--- src/rtl/irq_ctrl_pkg.sv ---
// Shared constants for the interrupt controller: bus encodings, register map
// and reset values.
package irq_ctrl_pkg;

  localparam int         WORD_DATA_W = 32;
  localparam logic       ENABLE      = 1'b1;
  localparam logic       ENABLE_     = 1'b0;
  localparam logic       READ        = 1'b1;
  localparam logic       WRITE       = 1'b0;

  typedef enum logic [1:0] {
    IRQ_ADDR_PEND = 2'd0,
    IRQ_ADDR_MASK = 2'd1,
    IRQ_ADDR_MODE = 2'd2,
    IRQ_ADDR_VEC  = 2'd3
  } irq_addr_e;

  localparam int                     IRQ_VEC_VALID_LOC = 31;
  localparam logic [WORD_DATA_W-1:0] IRQ_MASK_RESET    = '1;

endpackage

--- src/rtl/irq_ctrl_if.sv ---
// Peripheral bus bundle (cs_/as_/rw protocol) between the CPU side and the
// interrupt controller.
interface irq_ctrl_if;
  import irq_ctrl_pkg::*;

  logic                   cs_;
  logic                   as_;
  logic                   rw;
  logic [1:0]             addr;
  logic [WORD_DATA_W-1:0] wr_data;
  logic [WORD_DATA_W-1:0] rd_data;
  logic                   rdy_;

  modport master (
    output cs_, as_, rw, addr, wr_data,
    input  rd_data, rdy_
  );

  modport slave (
    input  cs_, as_, rw, addr, wr_data,
    output rd_data, rdy_
  );

endinterface

--- src/rtl/irq_prio_enc.sv ---
// Combinational priority encoder: lowest-numbered active request wins.
module irq_prio_enc #(
  parameter int NUM_SRC   = 8,
  parameter int SRC_IDX_W = 3
) (
  input  logic [NUM_SRC-1:0]   req,
  output logic                 valid,
  output logic [SRC_IDX_W-1:0] index
);

  always_comb begin
    valid = |req;
    index = '0;
    // Scan downward so the last hit is the lowest index.
    for (int i = NUM_SRC - 1; i >= 0; i--) begin
      if (req[i]) begin
        index = SRC_IDX_W'(i);
      end
    end
  end

endmodule

--- src/rtl/irq_ctrl.sv ---
// Interrupt controller: latches level/edge requests into pending bits, masks
// them, drives cpu_irq and exposes a priority vector on the peripheral bus.
module irq_ctrl
  import irq_ctrl_pkg::*;
#(
  parameter int NUM_SRC   = 8,
  parameter int SRC_IDX_W = 3
) (
  input  logic               clk,
  input  logic               reset,
  irq_ctrl_if.slave          bus,
  input  logic [NUM_SRC-1:0] irq_src,
  output logic               cpu_irq
);

  logic [NUM_SRC-1:0]     pending_reg, pending_next;
  logic [NUM_SRC-1:0]     mask_reg, mask_next;
  logic [NUM_SRC-1:0]     mode_reg, mode_next;
  logic [NUM_SRC-1:0]     prev_src_reg;
  logic [NUM_SRC-1:0]     active_reg;
  logic [NUM_SRC-1:0]     wr_bits;
  logic [WORD_DATA_W-1:0] rd_word;
  logic                   access, rd_en, wr_en;
  logic                   wr_pend, wr_mask, wr_mode;
  logic                   vec_valid;
  logic [SRC_IDX_W-1:0]   vec_index;
  logic                   unused_wr_data;

  assign access  = (bus.cs_ == ENABLE_) && (bus.as_ == ENABLE_);
  assign rd_en   = access && (bus.rw == READ);
  assign wr_en   = access && (bus.rw == WRITE);
  assign wr_pend = wr_en && (bus.addr == IRQ_ADDR_PEND);
  assign wr_mask = wr_en && (bus.addr == IRQ_ADDR_MASK);
  assign wr_mode = wr_en && (bus.addr == IRQ_ADDR_MODE);

  // Bits at or above NUM_SRC have no storage; writes to them are dropped.
  assign wr_bits        = bus.wr_data[NUM_SRC-1:0];
  assign unused_wr_data = ^bus.wr_data;

  assign mask_next = wr_mask ? wr_bits : mask_reg;
  assign mode_next = wr_mode ? wr_bits : mode_reg;

  // The mode in force this cycle decides the rule; a MODE write applies next cycle.
  generate
    for (genvar gi = 0; gi < NUM_SRC; gi++) begin : g_pend
      logic rise;
      assign rise = irq_src[gi] && !prev_src_reg[gi];
      assign pending_next[gi] = !mode_reg[gi]               ? irq_src[gi]  :
                                rise                        ? 1'b1         :
                                (wr_pend && wr_bits[gi])    ? 1'b0         :
                                                              pending_reg[gi];
    end
  endgenerate

  assign active_reg = pending_reg & ~mask_reg;

  irq_prio_enc #(
    .NUM_SRC   (NUM_SRC),
    .SRC_IDX_W (SRC_IDX_W)
  ) u_prio_enc (
    .req   (active_reg),
    .valid (vec_valid),
    .index (vec_index)
  );

  // Reads return pre-update register values.
  always_comb begin
    rd_word = '0;
    case (bus.addr)
      IRQ_ADDR_PEND: rd_word[NUM_SRC-1:0] = pending_reg;
      IRQ_ADDR_MASK: rd_word[NUM_SRC-1:0] = mask_reg;
      IRQ_ADDR_MODE: rd_word[NUM_SRC-1:0] = mode_reg;
      IRQ_ADDR_VEC: begin
        rd_word[IRQ_VEC_VALID_LOC] = vec_valid;
        rd_word[SRC_IDX_W-1:0]     = vec_index;
      end
      default: rd_word = '0;
    endcase
  end

  always_ff @(posedge clk) begin
    if (reset) begin
      pending_reg  <= '0;
      mask_reg     <= IRQ_MASK_RESET[NUM_SRC-1:0];
      mode_reg     <= '0;
      prev_src_reg <= '0;
      bus.rd_data  <= '0;
      bus.rdy_     <= ~ENABLE_;
      cpu_irq      <= 1'b0;
    end else begin
      pending_reg  <= pending_next;
      mask_reg     <= mask_next;
      mode_reg     <= mode_next;
      prev_src_reg <= irq_src;
      bus.rd_data  <= rd_en ? rd_word : '0;
      bus.rdy_     <= access ? ENABLE_ : ~ENABLE_;
      cpu_irq      <= |(pending_next & ~mask_next);
    end
  end

endmodule
--- src/flat_wrapper.sv ---
// flat-port wrapper written by rule: the top's interface ports become plain ports
module irq_ctrl_flat import irq_ctrl_pkg::*;
#(
  parameter int NUM_SRC   = 8,
  parameter int SRC_IDX_W = 3
)
  (clk, reset, irq_src, cpu_irq, bus_cs_, bus_as_, bus_rw, bus_addr, bus_wr_data, bus_rd_data, bus_rdy_);
  irq_ctrl_if bus_i ();
  input  logic clk;
  input  logic reset;
  input  logic [NUM_SRC-1:0] irq_src;
  output logic cpu_irq;
  input wire logic [$bits(bus_i.cs_)-1:0] bus_cs_;
  input wire logic [$bits(bus_i.as_)-1:0] bus_as_;
  input wire logic [$bits(bus_i.rw)-1:0] bus_rw;
  input wire logic [$bits(bus_i.addr)-1:0] bus_addr;
  input wire logic [$bits(bus_i.wr_data)-1:0] bus_wr_data;
  output wire logic [$bits(bus_i.rd_data)-1:0] bus_rd_data;
  output wire logic [$bits(bus_i.rdy_)-1:0] bus_rdy_;
  assign bus_i.cs_ = bus_cs_;
  assign bus_i.as_ = bus_as_;
  assign bus_i.rw = bus_rw;
  assign bus_i.addr = bus_addr;
  assign bus_i.wr_data = bus_wr_data;
  assign bus_rd_data = bus_i.rd_data;
  assign bus_rdy_ = bus_i.rdy_;
  irq_ctrl #(.NUM_SRC(NUM_SRC), .SRC_IDX_W(SRC_IDX_W)) u_core (.clk(clk), .reset(reset), .bus(bus_i), .irq_src(irq_src), .cpu_irq(cpu_irq));
endmodule
--- config.mk ---
export PLATFORM = sky130hd
export DESIGN_NAME = irq_ctrl_flat
export DESIGN_NICKNAME = d
export VERILOG_FILES = /design/src/rtl/irq_ctrl_pkg.sv /design/src/rtl/irq_ctrl_if.sv /design/src/rtl/irq_prio_enc.sv /design/src/rtl/irq_ctrl.sv /design/src/flat_wrapper.sv
export SDC_FILE = /design/constraint.sdc
export NUM_CORES = 1
export LEC_CHECK = 0
export CORE_MARGIN = 5
export CORE_UTILIZATION = 44
export CTS_CLUSTER_SIZE = 14
export DETAILED_ROUTE_END_ITERATION = 10
export GPL_ROUTABILITY_DRIVEN = 0
export PLACE_DENSITY = 0.76
export SLEW_MARGIN = 20
export SYNTH_ARGS = -nofsm -noshare
export SYNTH_HDL_FRONTEND = slang
export SYNTH_SLANG_ARGS = --single-unit
--- constraint.sdc ---
create_clock -name clk -period 1.9 [get_ports clk]
set_input_delay 0.285 -clock clk [delete_from_list [all_inputs] [get_ports clk]]
set_output_delay 0.285 -clock clk [all_outputs]
set_load 0.01 [all_outputs]
* After elaboration in Yosys (flattened, before gate mapping)
Cells that the tools add are included.
** Storage, ports and cells
- Bits in registers :: 66
** Cells by class
- Equality and inequality tests :: 3
- Mux-type cells :: 36
- Bitwise operators :: 9
- Reductions and logical operators :: 35
** Operator list (count)
- 2-to-1 mux 1 bit :: 25
- 2-to-1 mux 3 bit :: 8
- logical AND 1 bit :: 22
- bitwise AND 8 bit :: 2
- inverter 8 bit :: 2
- OR reduction 8 bit :: 2
- case mux 5 bit (3 select lines) :: 1
- case mux 3 bit (4 select lines) :: 1
- zero test 1 bit :: 8
- 2-to-1 mux 8 bit :: 1
- inverter 1 bit :: 5
- == test 2 bit (second input constant) :: 2
- OR reduction 3 bit :: 1
- == test 2 x 1 -> 1 bit (second input constant) :: 1
- zero test 2 bit :: 1
- OR reduction 2 bit :: 1

* Depth between registers and ports, before layout
Gate-level depths: netlist (run 1).
- Word-level depth :: 11
- Depth in mapped cells :: 8
- Mapped depth without buffers :: 5

* Hierarchy
Synthesis (run 1) repeated with hierarchy kept, for this count alone.
** Second synthesis, totals
- Cells, all modules :: 259
- Area total of the unflattened synthesis :: 2188.3 um2
** Modules (own cells, without submodules)
- irq_ctrl :: instances 1, cells an instance 246, area an instance 2107.0 um2, sequential area each 860.8 um2
- irq_prio_enc :: instances 1, cells an instance 13, area an instance 81.3 um2, sequential area each 0.0 um2

* Worst setup path before layout (run 1)
OpenSTA, ideal clock, no wires.
- Path kind :: input to register
- Start :: input port bus_as_
- End :: register u_core.cpu_irq
- Arrival time :: 1658 ps
- Slack :: 104 ps
- Stages on the path :: 7
- Path buffers :: 2
- Cell sequence :: or3_1 -> buf_2 -> or3_1 -> buf_6 -> mux2i_1 -> a22oi_1 -> a41oi_2
** On the way
- Longest elaborated chain between the ends :: 10
- Elaborated cells between the ends (all ways) :: 41
** Ends and longest elaborated chain
- start, declared :: RTL line flat_wrapper.sv:14 : input wire logic [$bits(bus_i.as_)-1:0] bus_as_;
- inverter 1 bit * :: RTL line irq_ctrl.sv:29 : assign access = (bus.cs_ == ENABLE_) && (bus.as_ == ENABLE_);
- logical AND 1 bit * :: RTL line irq_ctrl.sv:29
- logical AND 1 bit * :: RTL line irq_ctrl.sv:31 : assign wr_en = access && (bus.rw == WRITE);
- logical AND 1 bit :: RTL line irq_ctrl.sv:32 : assign wr_pend = wr_en && (bus.addr == IRQ_ADDR_PEND);
- logical AND 1 bit :: RTL line irq_ctrl.sv:50 : (wr_pend && wr_bits[gi]) ? 1'b0 :
- 2-to-1 mux 1 bit :: RTL line irq_ctrl.sv:50
- 2-to-1 mux 1 bit :: RTL line irq_ctrl.sv:49 : rise ? 1'b1 :
- 2-to-1 mux 1 bit :: RTL line irq_ctrl.sv:48 : assign pending_next[gi] = !mode_reg[gi] ? irq_src[gi] :
- bitwise AND 8 bit * :: RTL line irq_ctrl.sv:97 : cpu_irq <= |(pending_next & ~mask_next);
- OR reduction 8 bit * :: RTL line irq_ctrl.sv:97
- end signal, assigned :: RTL line irq_ctrl.sv:97
- end, declared :: RTL line irq_ctrl.sv:13 : output logic cpu_irq
Every way passes the cells marked *; elsewhere a longest branch is shown, timed or not.
A chain may end at the register's enable or synchronous reset.

* Worst setup path in the final report (run 1)
- Start :: input port bus_addr[1]
- End :: register u_core.cpu_irq
** On the way
- Longest elaborated chain between the ends :: 8
- Elaborated cells between the ends (all ways) :: 40
** Ends and longest elaborated chain
- start, declared :: RTL line flat_wrapper.sv:16 : input wire logic [$bits(bus_i.addr)-1:0] bus_addr;
- zero test 2 bit :: RTL line irq_ctrl.sv:32
- logical AND 1 bit :: RTL line irq_ctrl.sv:32
- logical AND 1 bit :: RTL line irq_ctrl.sv:50
- 2-to-1 mux 1 bit :: RTL line irq_ctrl.sv:50
- 2-to-1 mux 1 bit :: RTL line irq_ctrl.sv:49
- 2-to-1 mux 1 bit :: RTL line irq_ctrl.sv:48
- bitwise AND 8 bit * :: RTL line irq_ctrl.sv:97
- OR reduction 8 bit * :: RTL line irq_ctrl.sv:97
Marks and branches as above.

==> flow_metrics.env, run 1 <==
export IMPL_clk_latency_ps=300
export IMPL_dieArea_um2=6240
export IMPL_final_common_cell="dfxtp_1"
export IMPL_hp_class="in2reg"
export IMPL_pwr_share_comb_pct=14.7
export IMPL_drtIter0Drc=134
export IMPL_tns_ps=0
export IMPL_r2r_slack_ps=340
export IMPL_grt_pass1_vias=1736
export IMPL_synth_edff_count=0
export IMPL_ctsHoldBuffers=0
export IMPL_maxSlewHeadroom_pct=61.0
export IMPL_slew_violations=0
export IMPL_place_hpwl_um=3840
export IMPL_seqCellArea_um2=861
export IMPL_h_tree_depth=2
export IMPL_port_buffers=33
export IMPL_final_area_um2=2730
export IMPL_antenna_cells=0
export IMPL_grt_overflow_total=0
export IMPL_initial_core_util_pct=45.0
export IMPL_yosys_warnings=0
export IMPL_rsz0062_at_grt="false"
export IMPL_cts_root_buf="clkbuf_8"
export IMPL_syn_inst=260
export IMPL_final_cell_mix="43 x dfxtp_1, 36 x nand2_1, 31 x a21oi_1"
export IMPL_power_leakage_nw=1.09
export IMPL_area_growth_pct=30.3
export IMPL_fmax_mhz=593
export IMPL_p_int_mw=1.31
export IMPL_viasPerCell=5.18
export IMPL_p_seq_share_pct=53.7
export IMPL_place_ws_ps=-361
export IMPL_cts_clk_slew_worst_paths_ps=80
export IMPL_skew_ps=8.17
export IMPL_finalWirelength_um=5200
export IMPL_tightest_slew_ps=579
export IMPL_fp_row_count=25
export IMPL_ant_nets=0
export IMPL_synth_compound_area_share_pct=21.3
export IMPL_clk_path_buf_depth=2
export IMPL_coreArea_um2=4660
export IMPL_drv_cap=0
export IMPL_n_fill_cell=420
export IMPL_synth_fa_ha_area_share_pct=0
export IMPL_vias=1913
export IMPL_finalHoldViolations=0
export IMPL_cp_max_fo=9
export IMPL_synth_xor_area_share_pct=0
export IMPL_p_sw_uw=457
export IMPL_end_kind="register"
export IMPL_total_power_mw=1.77
export IMPL_p_clk_share_pct=31.7
export IMPL_setup_ws_ps=214
export IMPL_synth_top_family_by_area="simple AND/OR/NAND/NOR gates"
export IMPL_cts_buffers=5
export IMPL_die_h_um=79.0
export IMPL_cp_data_arrival_time_ps=1860
export IMPL_grt_use_total_pct=17.0
export IMPL_postCtsSetupBuffers=0
export IMPL_avgSynthCellArea_um2=8.06
export IMPL_avgRoutedWirePerCell_um=14.1
export IMPL_antenna_found_initial=0
export IMPL_grt_max_degree=34
export IMPL_whs_ps=317
export IMPL_dr_pass1_iters=4
export IMPL_cts_sinks=43
export IMPL_ys_async_sr_fraction_pct=0
export IMPL_cts_tree="done"
export IMPL_largest_reg_flops=9
export IMPL_syn_area_um2=2100
export IMPL_dieWidth_um=79.0
export IMPL_swShare_pct=25.9
export IMPL_vdd_drop_max_mv=0.308
export IMPL_ys_seq_elements=43
export IMPL_synth_simple_gate_area_share_pct=21.7
export IMPL_seq_area_frac_synth_pct=41.1
export IMPL_synthMuxAreaShare_pct=3.34
export IMPL_io_pins=81
export IMPL_route_detailed_drc=0
export IMPL_grt_first_pass_wirelength_um=8310
export IMPL_fin_crit_ps=1690
export IMPL_nets=361
export IMPL_status="complete, no violations"
export IMPL_powerDensity_nw_per_um2=647
export IMPL_setup_viol=0
export IMPL_crit_required_ps=2080
export IMPL_ys_types=32
export IMPL_worstSetupStartpointType="input pin"
export IMPL_drive_above_1_share_pct=14.9
export IMPL_yosys_most_used_dff="dfxtp_1"
export IMPL_dpl_instance_area_um2=2540
export IMPL_finalCritPeriodShare_pct=88.8
export IMPL_crit_type="in2reg"
export IMPL_top_register="u_core.bus.rd_data"
export IMPL_multiInputGateArea_um2=1140
-- Yosys cell counts (all sizes together) (5+ instances only) --
master / number / area, µm²
nand2: 36 / 135
dfxtp: 43 / 861
a21oi: 32 / 160
nor2: 19 / 71.3
mux2i: 7 / 70.1
inv: 7 / 26.3
nor2b: 19 / 119
nand3: 8 / 40.0
buf: 28 / 208
nand2b: 5 / 31.3
clkbuf: 7 / 26.3
a211oi: 7 / 52.6
o21ai: 5 / 25.0
a31oi: 10 / 62.6
-- power by group through the flow --
stage | logic, mW | clock network [mW] | registers, mW
final | 0.259 | 0.559 | 0.948
after global routing | 0.283 | 0.609 | 0.950
after CTS | 0.246 | 0.573 | 0.947
after detailed placement | 0.241 | 0 | 0.968
after global placement | 0.238 | 0 | 0.967
after floorplan | 0.155 | 0 | 0.966
-- worst paths after layout --
check	depth (start not counted)	endpoint	startpoint
max	7	u_core.cpu_irq	bus_addr[1]
min	4	u_core.bus.rdy_	bus_cs_
max reg2reg	5	u_core.cpu_irq	u_core.mode_reg[6]
min reg2reg	2	u_core.mode_reg[4]	u_core.mode_reg[4]
-- routing by layer --
layer	global-route usage, %	vias up	part of all wire [%]
met4	6.53	0	2.2
met1	22.1	873	43
met5	0	-	0
met2	26.8	68	48
met3	4.65	11	6.6
li1	-	961	-
-- final cells by class --
cell class                 count  area share, %
tap                           54           2.47
sequential                    43           31.5
timing repair buffer          60           20.2
clock buffer                   7           2.79
inverter                       7          0.962
multi-input combinational    197           41.9
clock inverter                 1          0.183
-- stage by stage --
stage          util (%)  instances
5_1_grt            58.6        369
3_3_place_gp       54.6        361
3_5_place_dp       54.6        361
4_1_cts            56.9        369
2_1_floorplan         -        282
6_report           58.6        369
-- worst max-delay path, cell delays in order --
cell and delay, ps:
clkdlybuf4s50_1 480, buf_4 230, nor3_2 260, buf_4 180, a32oi_1 90, a31oi_1 210, a41oi_2 130
-- cell families after synthesis --
family                 after synthesis
AND/OR/NAND/NOR                     96
AO/OA/AOI/OAI                       71
flip-flops                          43
buffers and inverters               42
multiplexers                         7
other                                1
-- repair_timing --
action	4_1_cts	5_1_grt
cloned	0	0
pin swaps	2	5
resized for setup	7	16
endpoints found under the setup margin	1	1
No activity file was read; power rests on OpenSTA's default activity.
==> inputs of run 2 (changes only) <==
GPL_ROUTABILITY_DRIVEN = default   (was 0)
==> flow_metrics.env, run 2 (synthesis results as in run 1) <==
export IMPL_drv_cap=0
export IMPL_dieArea_um2=6240
export IMPL_largest_reg_flops=9
export IMPL_antenna_cells=0
export IMPL_coreArea_um2=4660
export IMPL_ant_nets=0
export IMPL_final_area_um2=2780
export IMPL_fmax_mhz=560
export IMPL_grt_max_degree=34
export IMPL_grt_use_total_pct=17.2
export IMPL_finalHoldViolations=0
export IMPL_cp_max_fo=2
export IMPL_cts_clk_slew_worst_paths_ps=80
export IMPL_drtIter0Drc=123
export IMPL_fin_crit_ps=1790
export IMPL_area_growth_pct=32.5
export IMPL_grt_first_pass_wirelength_um=8450
export IMPL_endpoint="u_core.cpu_irq"
export IMPL_critical_path_top_cell_by_count="or3_4"
export IMPL_r2r_slack_ps=230
export IMPL_critPathLaunch="bus_cs_"
export IMPL_antenna_found_initial=0
export IMPL_place_ws_ps=-432
export IMPL_drive_above_1_share_pct=15.2
export IMPL_io_pins=81
export IMPL_setup_ws_ps=114
export IMPL_initial_core_util_pct=45.0
export IMPL_crit_buf_inv=2
export IMPL_power_leakage_nw=1.10
export IMPL_maxSlewHeadroom_pct=57.2
export IMPL_slew_violations=0
export IMPL_grt_pass1_vias=1854
export IMPL_dieWidth_um=79.0
export IMPL_die_h_um=79.0
export IMPL_cp_data_arrival_time_ps=1950
export IMPL_avgRoutedWirePerCell_um=14.6
export IMPL_finalWirelength_um=5400
export IMPL_h_tree_depth=2
export IMPL_place_congestion=0.955
export IMPL_cp_depth=7
export IMPL_skew_ps=7.88
export IMPL_cts_sinks=43
export IMPL_ctsHoldBuffers=0
export IMPL_place_hpwl_um=3800
export IMPL_cts_buffers=5
export IMPL_route_detailed_drc=0
export IMPL_final_common_cell="dfxtp_1"
export IMPL_tightest_slew_ps=637
export IMPL_viasPerCell=5.28
export IMPL_r2r_cells=5
export IMPL_vdd_drop_max_mv=0.374
export IMPL_tns_ps=0
export IMPL_port_buffers=33
export IMPL_dpl_instance_area_um2=2540
export IMPL_vias=1948
export IMPL_final_cell_mix="43 x dfxtp_1, 36 x nand2_1, 32 x a21oi_1"
export IMPL_r2r_end="u_core.cpu_irq"
export IMPL_hold_depth=4
export IMPL_clk_latency_ps=300
export IMPL_crit_family="simple AND/OR/NAND/NOR gates"
export IMPL_crit_type="in2reg"
export IMPL_reg2reg_from="u_core.mode_reg[7]"
export IMPL_cp_cell_sequence="dlygate4sd2_1, or3_4, or3_4, buf_6, mux2i_1, a22oi_1, a41oi_2"
export IMPL_worstSetupStartpointType="input pin"
export IMPL_grt_overflow_total=0
export IMPL_cts_tree="done"
export IMPL_hp_class="in2reg"
export IMPL_rsz0062_at_grt="false"
export IMPL_cpPeakStageDelay_ps=380
export IMPL_end_kind="register"
export IMPL_powerDensity_nw_per_um2=664
export IMPL_critPathSlowestCell="or3_4"
export IMPL_cts_root_buf="clkbuf_8"
export IMPL_dr_pass1_iters=4
export IMPL_nets=361
export IMPL_postCtsSetupBuffers=0
export IMPL_hp_start="bus_as_"
export IMPL_finalCritPeriodShare_pct=94.0
export IMPL_whs_ps=316
export IMPL_fp_row_count=25
export IMPL_clk_path_buf_depth=2
export IMPL_crit_required_ps=2070
export IMPL_setup_viol=0
export IMPL_top_register="u_core.bus.rd_data"
export IMPL_status="complete, no violations"
-- run 2: cell count changes in the layout (fill, tap and decap cells not counted), moves of 2 or more --
| cell | previous run | this run |
|---|---|---|
| a32oi_2 | 0 | 2 |
| dlygate4sd2_1 | 0 | 2 |
| clkbuf_8 | 5 | 7 |
| a32oi_1 | 2 | 0 |
| dlymetal6s2s_1 | 3 | 1 |
-- run 2: layout make-up --
type | count | area (µm²)
fill | 433 | 1880
multi-input combinational | 197 | 1180
sequential | 43 | 861
timing repair buffer | 60 | 544
clock buffer | 8 | 100
tap | 54 | 67.6
inverter | 7 | 26.3
-- run 2: what timing repair did --
item	in CTS	in global routing
pin swaps	4	8
gates resized for setup	12	14
cloned	0	0
endpoints found under the setup margin	1	1
-- run 2: through the flow --
| step | power [mW] | instances | util, % |
|---|---|---|---|
| floorplan | 1.12 | 282 | - |
| global placement | 1.21 | 361 | 54.6 |
| detailed placement | 1.21 | 361 | 54.6 |
| CTS | 1.84 | 369 | 57.6 |
| global route | 1.92 | 369 | 59.6 |
| finish | 1.85 | 369 | 59.6 |
-- run 2: worst min path at each step --
stage                       endpoint  slack [ps]
2_1_floorplan  u_core.pending_reg[4]         360
3_3_place_gp      u_core.mode_reg[1]         480
3_5_place_dp      u_core.mode_reg[4]         490
4_1_cts              u_core.bus.rdy_         420
5_1_grt              u_core.bus.rdy_         350
6_report             u_core.bus.rdy_         320
-- run 2: report_power, final --
group,switching (mW),internal [mW],total (mW),leakage (nW)
logic,0.143,0.122,0.265,0.694
clock network,0.301,0.332,0.633,0.0515
registers,0.0185,0.929,0.948,0.352
-- run 2: worst min-delay path, cell delays in order --
cell and delay (ps):
dlymetal6s2s_1 100, buf_4 110, nor3_1 50, inv_1 40
-- run 2: layer usage --
layer  track usage [%]  routed length (µm)  vias up
li1                  -                   -      956
met1              22.1                2350      905
met2              27.2                2520       74
met3              3.74                 396       13
met4              8.59                 142        0
met5                 0                   0        -
